$ cat config.mk
export PLATFORM = sky130hd
export DESIGN_NAME = sync_fifo_ctrl
export DESIGN_NICKNAME = d
export VERILOG_FILES = /design/src/rtl/sync_fifo_ctrl.sv
export SDC_FILE = /design/constraint.sdc
export NUM_CORES = 1
export LEC_CHECK = 0
export ABC_AREA = 1
export CORE_ASPECT_RATIO = 1.1
export CORE_MARGIN = 10
export CORE_UTILIZATION = 55
export DETAILED_ROUTE_END_ITERATION = 7
export GPL_TIMING_DRIVEN = 0
export HOLD_SLACK_MARGIN = 0.06
export PLACE_DENSITY_LB_ADDON = 0.05
export SETUP_SLACK_MARGIN = 0.2
export SLEW_MARGIN = 20
export SYNTH_ARGS = -nofsm -noshare
export SYNTH_HDL_FRONTEND = slang
export SYNTH_SLANG_ARGS = --single-unit
$ cat constraint.sdc
create_clock -name clk -period 4.3 [get_ports clk]
set_input_delay 0.86 -clock clk [delete_from_list [all_inputs] [get_ports clk]]
set_output_delay 0.86 -clock clk [all_outputs]
set_load 0.005 [all_outputs]
$ cat src/rtl/sync_fifo_ctrl.sv
// Single-clock FIFO controller: drives memory enables/addresses, tracks occupancy, flags and errors.
// Optional build macro FIFO_ERR_STICKY_EN makes overflow/underflow sticky until err_clr.
module sync_fifo_ctrl #(
  parameter int ADDR_WIDTH = 8,
  parameter int RAM_DEPTH  = 1 << ADDR_WIDTH,
  parameter int AF_LEVEL   = RAM_DEPTH - 2,
  parameter int AE_LEVEL   = 2
) (
  input  logic                  clk,
  input  logic                  rst_n,
  input  logic                  push,
  input  logic                  pop,
  input  logic                  err_clr,
  output logic                  mem_wr_en,
  output logic [ADDR_WIDTH-1:0] mem_waddr,
  output logic                  mem_rd_en,
  output logic [ADDR_WIDTH-1:0] mem_raddr,
  output logic [ADDR_WIDTH:0]   count,
  output logic                  full,
  output logic                  empty,
  output logic                  almost_full,
  output logic                  almost_empty,
  output logic                  overflow,
  output logic                  underflow
);

  localparam int CW = ADDR_WIDTH + 1;
  localparam logic [CW-1:0] DEPTH_C = CW'(RAM_DEPTH);
  localparam logic [CW-1:0] AF_C    = CW'(AF_LEVEL);
  localparam logic [CW-1:0] AE_C    = CW'(AE_LEVEL);
  localparam logic [CW-1:0] ONE_C   = {{(CW-1){1'b0}}, 1'b1};
  localparam logic [CW-1:0] ZERO_C  = {CW{1'b0}};

  logic [ADDR_WIDTH-1:0] wptr_r, rptr_r;
  logic [CW-1:0]         count_r, count_nxt_s;
  logic                  full_r, empty_r, af_r, ae_r, ovf_r, unf_r;
  logic                  rd_acc_s, wr_acc_s, ovf_evt_s, unf_evt_s;

  // A pop frees a slot in the same cycle, so a push into a full FIFO is accepted alongside it.
  always_comb begin
    rd_acc_s  = pop & ~empty_r;
    wr_acc_s  = push & (~full_r | rd_acc_s);
    ovf_evt_s = push & ~wr_acc_s;
    unf_evt_s = pop & ~rd_acc_s;
    case ({wr_acc_s, rd_acc_s})
      2'b10:   count_nxt_s = count_r + ONE_C;
      2'b01:   count_nxt_s = count_r - ONE_C;
      default: count_nxt_s = count_r;
    endcase
  end

  assign mem_wr_en    = wr_acc_s;
  assign mem_rd_en    = rd_acc_s;
  assign mem_waddr    = wptr_r;
  assign mem_raddr    = rptr_r;
  assign count        = count_r;
  assign full         = full_r;
  assign empty        = empty_r;
  assign almost_full  = af_r;
  assign almost_empty = ae_r;
  assign overflow     = ovf_r;
  assign underflow    = unf_r;

  // Flags are computed from the next count so they line up with the count register.
  always_ff @(posedge clk or negedge rst_n) begin
    if (!rst_n) begin
      wptr_r  <= {ADDR_WIDTH{1'b0}};
      rptr_r  <= {ADDR_WIDTH{1'b0}};
      count_r <= ZERO_C;
      full_r  <= 1'b0;
      empty_r <= 1'b1;
      af_r    <= 1'b0;
      ae_r    <= 1'b1;
    end else begin
      if (wr_acc_s) wptr_r <= wptr_r + 1'b1;
      if (rd_acc_s) rptr_r <= rptr_r + 1'b1;
      count_r <= count_nxt_s;
      full_r  <= (count_nxt_s == DEPTH_C);
      empty_r <= (count_nxt_s == ZERO_C);
      af_r    <= (count_nxt_s >= AF_C);
      ae_r    <= (count_nxt_s <= AE_C);
    end
  end

`ifdef FIFO_ERR_STICKY_EN
  // Sticky errors: a new error in the same cycle as err_clr keeps the flag set.
  always_ff @(posedge clk or negedge rst_n) begin
    if (!rst_n) begin
      ovf_r <= 1'b0;
      unf_r <= 1'b0;
    end else begin
      ovf_r <= ovf_evt_s | (ovf_r & ~err_clr);
      unf_r <= unf_evt_s | (unf_r & ~err_clr);
    end
  end
`else
  logic unused_err_clr_s;
  assign unused_err_clr_s = err_clr;

  always_ff @(posedge clk or negedge rst_n) begin
    if (!rst_n) begin
      ovf_r <= 1'b0;
      unf_r <= 1'b0;
    end else begin
      ovf_r <= ovf_evt_s;
      unf_r <= unf_evt_s;
    end
  end
`endif

endmodule

# Yosys cells after proc, flatten, opt, wreduce, memory -nomap -nowiden
# Index checks and enable logic that the tools add are counted.
dict set report totals {
  regBits 31
  wordCells 29
  in_bits 5
}
dict set report classes {
  addsub 4
  n_eq_ne 3
  bitwise_logic 9
  n_reduce_logical 1
  magnitude_cmp 2
  n_mux 1
}
# operator count
set op_table {}
lappend op_table {{9-bit case mux with 2 select lines} 1}
lappend op_table {{8-bit by 1-bit adder with 8-bit output (second input constant)} 2}
lappend op_table {{9-bit by 1-bit adder with 9-bit output (second input constant)} 1}
lappend op_table {{9-bit equality test (second input constant)} 1}
lappend op_table {{9-bit by 8-bit greater-or-equal comparator with 1-bit output (second input constant)} 1}
lappend op_table {{9-bit by 2-bit <= comparator with 1-bit output (second input constant)} 1}
lappend op_table {{9-bit zero test} 1}
lappend op_table {{9-bit by 1-bit subtractor with 9-bit output (second input constant)} 1}
lappend op_table {{1-bit bitwise AND} 4}
lappend op_table {{1-bit inverter} 4}
lappend op_table {{2-bit by 1-bit equality test with 1-bit output (second input constant)} 1}
lappend op_table {{2-bit equality test (second input constant)} 1}
lappend op_table {{1-bit bitwise OR} 1}

# Logic depth before layout (Yosys ltp)
dict set report logic_depth {
  word_depth 7
  mapped_depth 22
}

# Worst setup path after synthesis
# No wires, ideal clock.
dict set report synth_path {
  kind {in2reg}
  from {in pop}
  to {reg af_r, in the netlist almost_full}
  path_buffers 2
  t_required_ps 4224
  setup_ps 76
  path_slack_ps 1308
  stages 17
  arrival_ps 2916
  cell_sequence {inv_1 or2_1 buf_2 nand2_4 nand2_4 ha_1 buf_6 nor2_1 nor2_2 ha_1 inv_1 o21ai_0 a21boi_0 nand3_1 nor2_1 nand2_1 o21ai_1}
}
dict set report synth_between {
  elab_chain_cells 6
}
# item line_no
set synth_lines {}
lappend synth_lines {{start: declaration} 12} ;# input logic pop,
lappend synth_lines {{1-bit bitwise AND *} 41} ;# rd_acc_s = pop & ~empty_r;
lappend synth_lines {{1-bit bitwise OR} 42} ;# wr_acc_s = push & (~full_r | rd_acc_s);
lappend synth_lines {{1-bit bitwise AND} 42}
lappend synth_lines {{2-bit by 1-bit equality test with 1-bit output / 2-bit equality test (equally long branches)} 45} ;# case ({wr_acc_s, rd_acc_s})
lappend synth_lines {{9-bit case mux with 2 select lines *} 45}
lappend synth_lines {{named net count_nxt_s[1]} 35} ;# logic [CW-1:0] count_r, count_nxt_s;
lappend synth_lines {{9-bit by 8-bit greater-or-equal comparator with 1-bit output *} 80} ;# af_r <= (count_nxt_s >= AF_C);
lappend synth_lines {{end signal: assignment} 80}
lappend synth_lines {{end: declaration} 36} ;# logic full_r, empty_r, af_r, ae_r, ovf_r, unf_r;
# The timed path passes the listed nets; every way through them passes the cells marked *.
# A chain may end at the register's enable or synchronous reset.

# Final worst setup path
# Same ends and word-level chain as after synthesis.

==> flow_metrics.py <==
metrics = {
    "outcome": {
        "status": "complete, no violations",
    },
    "worst_setup_path": {
        "crit_buf_inv": 5,
        "timing.critical_path.required_ns": 4.57,
        "path_max_fanout": 7,
        "worst_ep_arrival_time_ns": 3.66,
        "timing.critical_path.max_delay_family": "buffers and inverters",
        "critical-path-max-stage-delay_ns": 0.48,
        "endpoint_kind": "flop",
        "crit_path_start_kind": "input port",
        "crit_chain": "clkdlybuf4s50_1 > inv_1 > or2_1 > buf_2 > nand2_4 > nand2_4 > ha_1 > buf_6 > nor2_1 > nor2_2 > ha_1 > inv_1 > o21ai_0 > a21boi_0 > nand3_1 > nor2_1 > nand2_1 > o21ai_1",
        "critPathSlowestCell": "clkdlybuf4s50_1",
        "critical_path_class": "input port to flop",
    },
    "routing": {
        "detail_route.wl_per_cell_um": 12.41,
        "firstDrtPassIters": 4,
        "final_antenna_net_count": 0,
        "detail_route.wirelength_mm": 4.194,
        "route.detailed.vias_per_inst": 4.849,
        "drt_iter0_markers": 55,
        "routed-via-count": 1639,
        "drc_violations_left": 0,
    },
    "cells_and_area": {
        "syn_to_final_growth_pct": 24.89,
        "antennaDiodeCount": 0,
        "ff_latch_area_um2": 778.2,
        "design.final.nets": 299,
        "share_of_layout_cells_above_drive_strength_1": 0.1552,
        "multi_input_comb_area_um2": 950.9,
        "filler_cell_count": 280,
    },
    "yosys": {
        "synth_top_cells_by_count": "nand2_1 (76), inv_1 (32), dfrtp_1 (29), nand3_1 (23), nor2_1 (15)",
        "ys_dominant_reg_cell": "dfrtp_1",
        "postSynthCellCount": 246,
        "synthesis.area_per_instance_um2": 7.767,
        "sequential_share_of_the_synthesized_area": 0.4073,
        "syn_area_um2": 1911,
        "synth_net_count": 256,
        "ys_seq_elements": 31,
        "yosys.cell_count.top_type": "nand2_1",
        "synth-edff-count": 0,
        "ys_types": 29,
        "synth.yosys.warnings": 0,
        "post_synth_main_area_contributors": "dfrtp_1 (38%), nand2_1 (15%), inv_1 (6.3%), nand3_1 (6.0%), nand2_2 (4.6%)",
        "postSynth.asyncResetShare": 1.000,
        "synth_top_area_frac": 0.3798,
        "synth.largest_area_cell": "dfrtp_1",
    },
    "sta": {
        "maxClockFrequency_mhz": 294.6,
        "clock-skew-final_ns": 0.009805,
        "rsz0062_at_grt": "false",
        "worstMarginPinSlew_ns": 0.6436,
        "finalSetupViolations": 0,
        "final_hold_violation_count": 0,
        "final_cycle_share": 0.7894,
        "fin_setup_tns_ns": 0,
        "timing.slew.headroom": 0.5709,
        "final.min_clock_period_ns": 3.394,
        "timing.final.max_slew_violations": 0,
        "whs_ns": 0.4779,
    },
    "global_route": {
        "vias_in_the_first_global_route": 1696,
        "global_route_wire_length_before_repair_mm": 7.334,
        "grt_max_degree": 32,
        "antenna_found_initial": 0,
        "grt_overflow_total": 0,
        "grtUsageTotal": 0.1420,
    },
    "clock_network": {
        "clock_tree_from_tritoncts": "yes",
        "cts.repair_timing.setup_buffer_count": 0,
        "clock_latency_on_the_worst_skew_pair_ns": 0.33,
        "sink_count_of_the_clock_tree": 31,
        "cts-root-buf": "clkbuf_4",
        "cts.repair.resized": 0,
        "cts-buffers-inserted": 5,
        "htree_num_levels": 2,
        "clk_pin_slew_ns": 0.10,
        "cts-root-to-sink-buffers": 2,
        "holdBufCountCts": 0,
    },
    "die": {
        "floorplan.io_pins": 38,
        "rows": 22,
        "initial_core_util": 0.5736,
        "die-area_um2": 6234,
        "placeableCoreArea_um2": 3331,
        "chipWidth_um": 76.20,
        "die_y_um": 81.82,
    },
    "place": {
        "io_buffer_count": 36,
        "place_congestion": 0.9425,
        "place_hpwl_mm": 3.318,
    },
    "power_and_ir_drop": {
        "worst_ir_drop_vdd_v": 0.0004439,
        "powerDensity_nw_per_um2": 629.9,
        "power.static_leakage_uw": 0.001229,
    },
    "hold_path": {
        "worst_hold_class": "flop to flop",
    },
    "job": {
        "max_cap_viol_count": 0,
    },
}
==> power breakdown <==
group          total (µW)  switching (µW)  internal (µW)
clock network         177            97.5           79.1
logic                 774             384            390
registers             552             145            408
total                1500             626            877
==> sequential cells by signal, indices dropped and copies added, names as in the netlist <==
register and cells:
almost_full 1, mem_waddr 8, overflow 1, count 9, underflow 1, empty 1, mem_raddr 8, full 1
almost_empty 1
==> layout by cell type (no fill, tap or decap) <==
| master | count |
|---|---|
| clkinv_2 | 1 |
| nor2_2 | 4 |
| inv_1 | 32 |
| inv_6 | 1 |
| xor2_1 | 8 |
| nand4_1 | 1 |
| inv_2 | 1 |
| o21ai_0 | 1 |
| or2_2 | 1 |
| nand2_2 | 14 |
| ha_1 | 5 |
| nand3_2 | 4 |
| nand3b_1 | 2 |
| buf_2 | 3 |
| clkbuf_1 | 1 |
| xnor2_1 | 8 |
| o21ai_1 | 2 |
| dfstp_2 | 2 |
| or2_1 | 1 |
| nor3_1 | 4 |
| nor2_1 | 15 |
| nand2_1 | 76 |
| a21boi_0 | 1 |
| nand4_2 | 1 |
| nand2_4 | 4 |
| clkbuf_8 | 1 |
| dfrtp_1 | 29 |
| nand3_1 | 23 |
| clkbuf_4 | 5 |
| clkdlybuf4s50_1 | 35 |
| buf_4 | 1 |
| buf_6 | 1 |
| a21oi_1 | 1 |
| buf_12 | 1 |
==> final timing paths <==
path / to / cells after the start / slack, ns / start
min reg2reg: mem_waddr[7] / 1 / 0.48 / mem_waddr[7]
max: almost_full / 18 / 0.91 / pop
min: mem_waddr[7] / 1 / 0.48 / mem_waddr[7]
max in group asynchronous: mem_raddr[3] / 1 / 3.33 / rst_n
max reg2reg: almost_full / 15 / 1.51 / empty
min in group asynchronous: count[1] / 1 / 0.54 / rst_n
==> kinds of logic after synthesis <==
logic type | share of synthesized area
xor+xnor | 0.07335
compound gates | 0.01440
simple gates | 0.3772
buf+inv | 0.09496
fa+ha+maj | 0.03274
flops | 0.4073
==> stage by stage <==
stage | area [µm²] | total power, µW | std cells | util | setup WS [ns]
finish | 2386 | 1503 | 338 | 0.7164 | 0.9055
global route | 2386 | 1644 | 338 | 0.7164 | 0.6315
CTS | 2386 | 1524 | 338 | 0.7164 | 0.8771
detailed placement | 2326 | 1341 | 330 | 0.6983 | 0.5059
global placement | 2331 | 1320 | 330 | 0.6999 | 0.5358
floorplan | 1911 | 979.2 | 246 | - | 1.308
==> final cells by class <==
type / instances / share of cell area
plain buffers: 5 / 0.02045
inverters: 34 / 0.05558
multi-input cells: 176 / 0.3985
flip-flops and latches: 31 / 0.3262
clock inverters: 1 / 0.002098
well taps: 48 / 0.02517
clock buffers: 7 / 0.02307
repair buffers: 36 / 0.1489
==> routing by layer <==
metal / part of all wire / global-route usage / vias to the layer above / wire length (µm)
met1: 0.40 / 0.1394 / 758 / 1698
met4: 0.019 / 0.06691 / 0 / 80
li1: - / - / 838 / -
met2: 0.50 / 0.2602 / 32 / 2112
met5: 0 / 0 / - / 0
met3: 0.072 / 0.05895 / 11 / 302
==> worst register-to-register path, delay by kind of cell (launching register included) <==
kind / cells / cell delay (ns)
adder cells (fa/ha/maj): 2 / 0.48
flip-flops: 1 / 0.56
AO/OA/AOI/OAI: 3 / 0.66
buffers and inverters: 4 / 0.48
AND/OR/NAND/NOR: 6 / 0.54
Note: power is estimated with default switching activity, not from simulation.
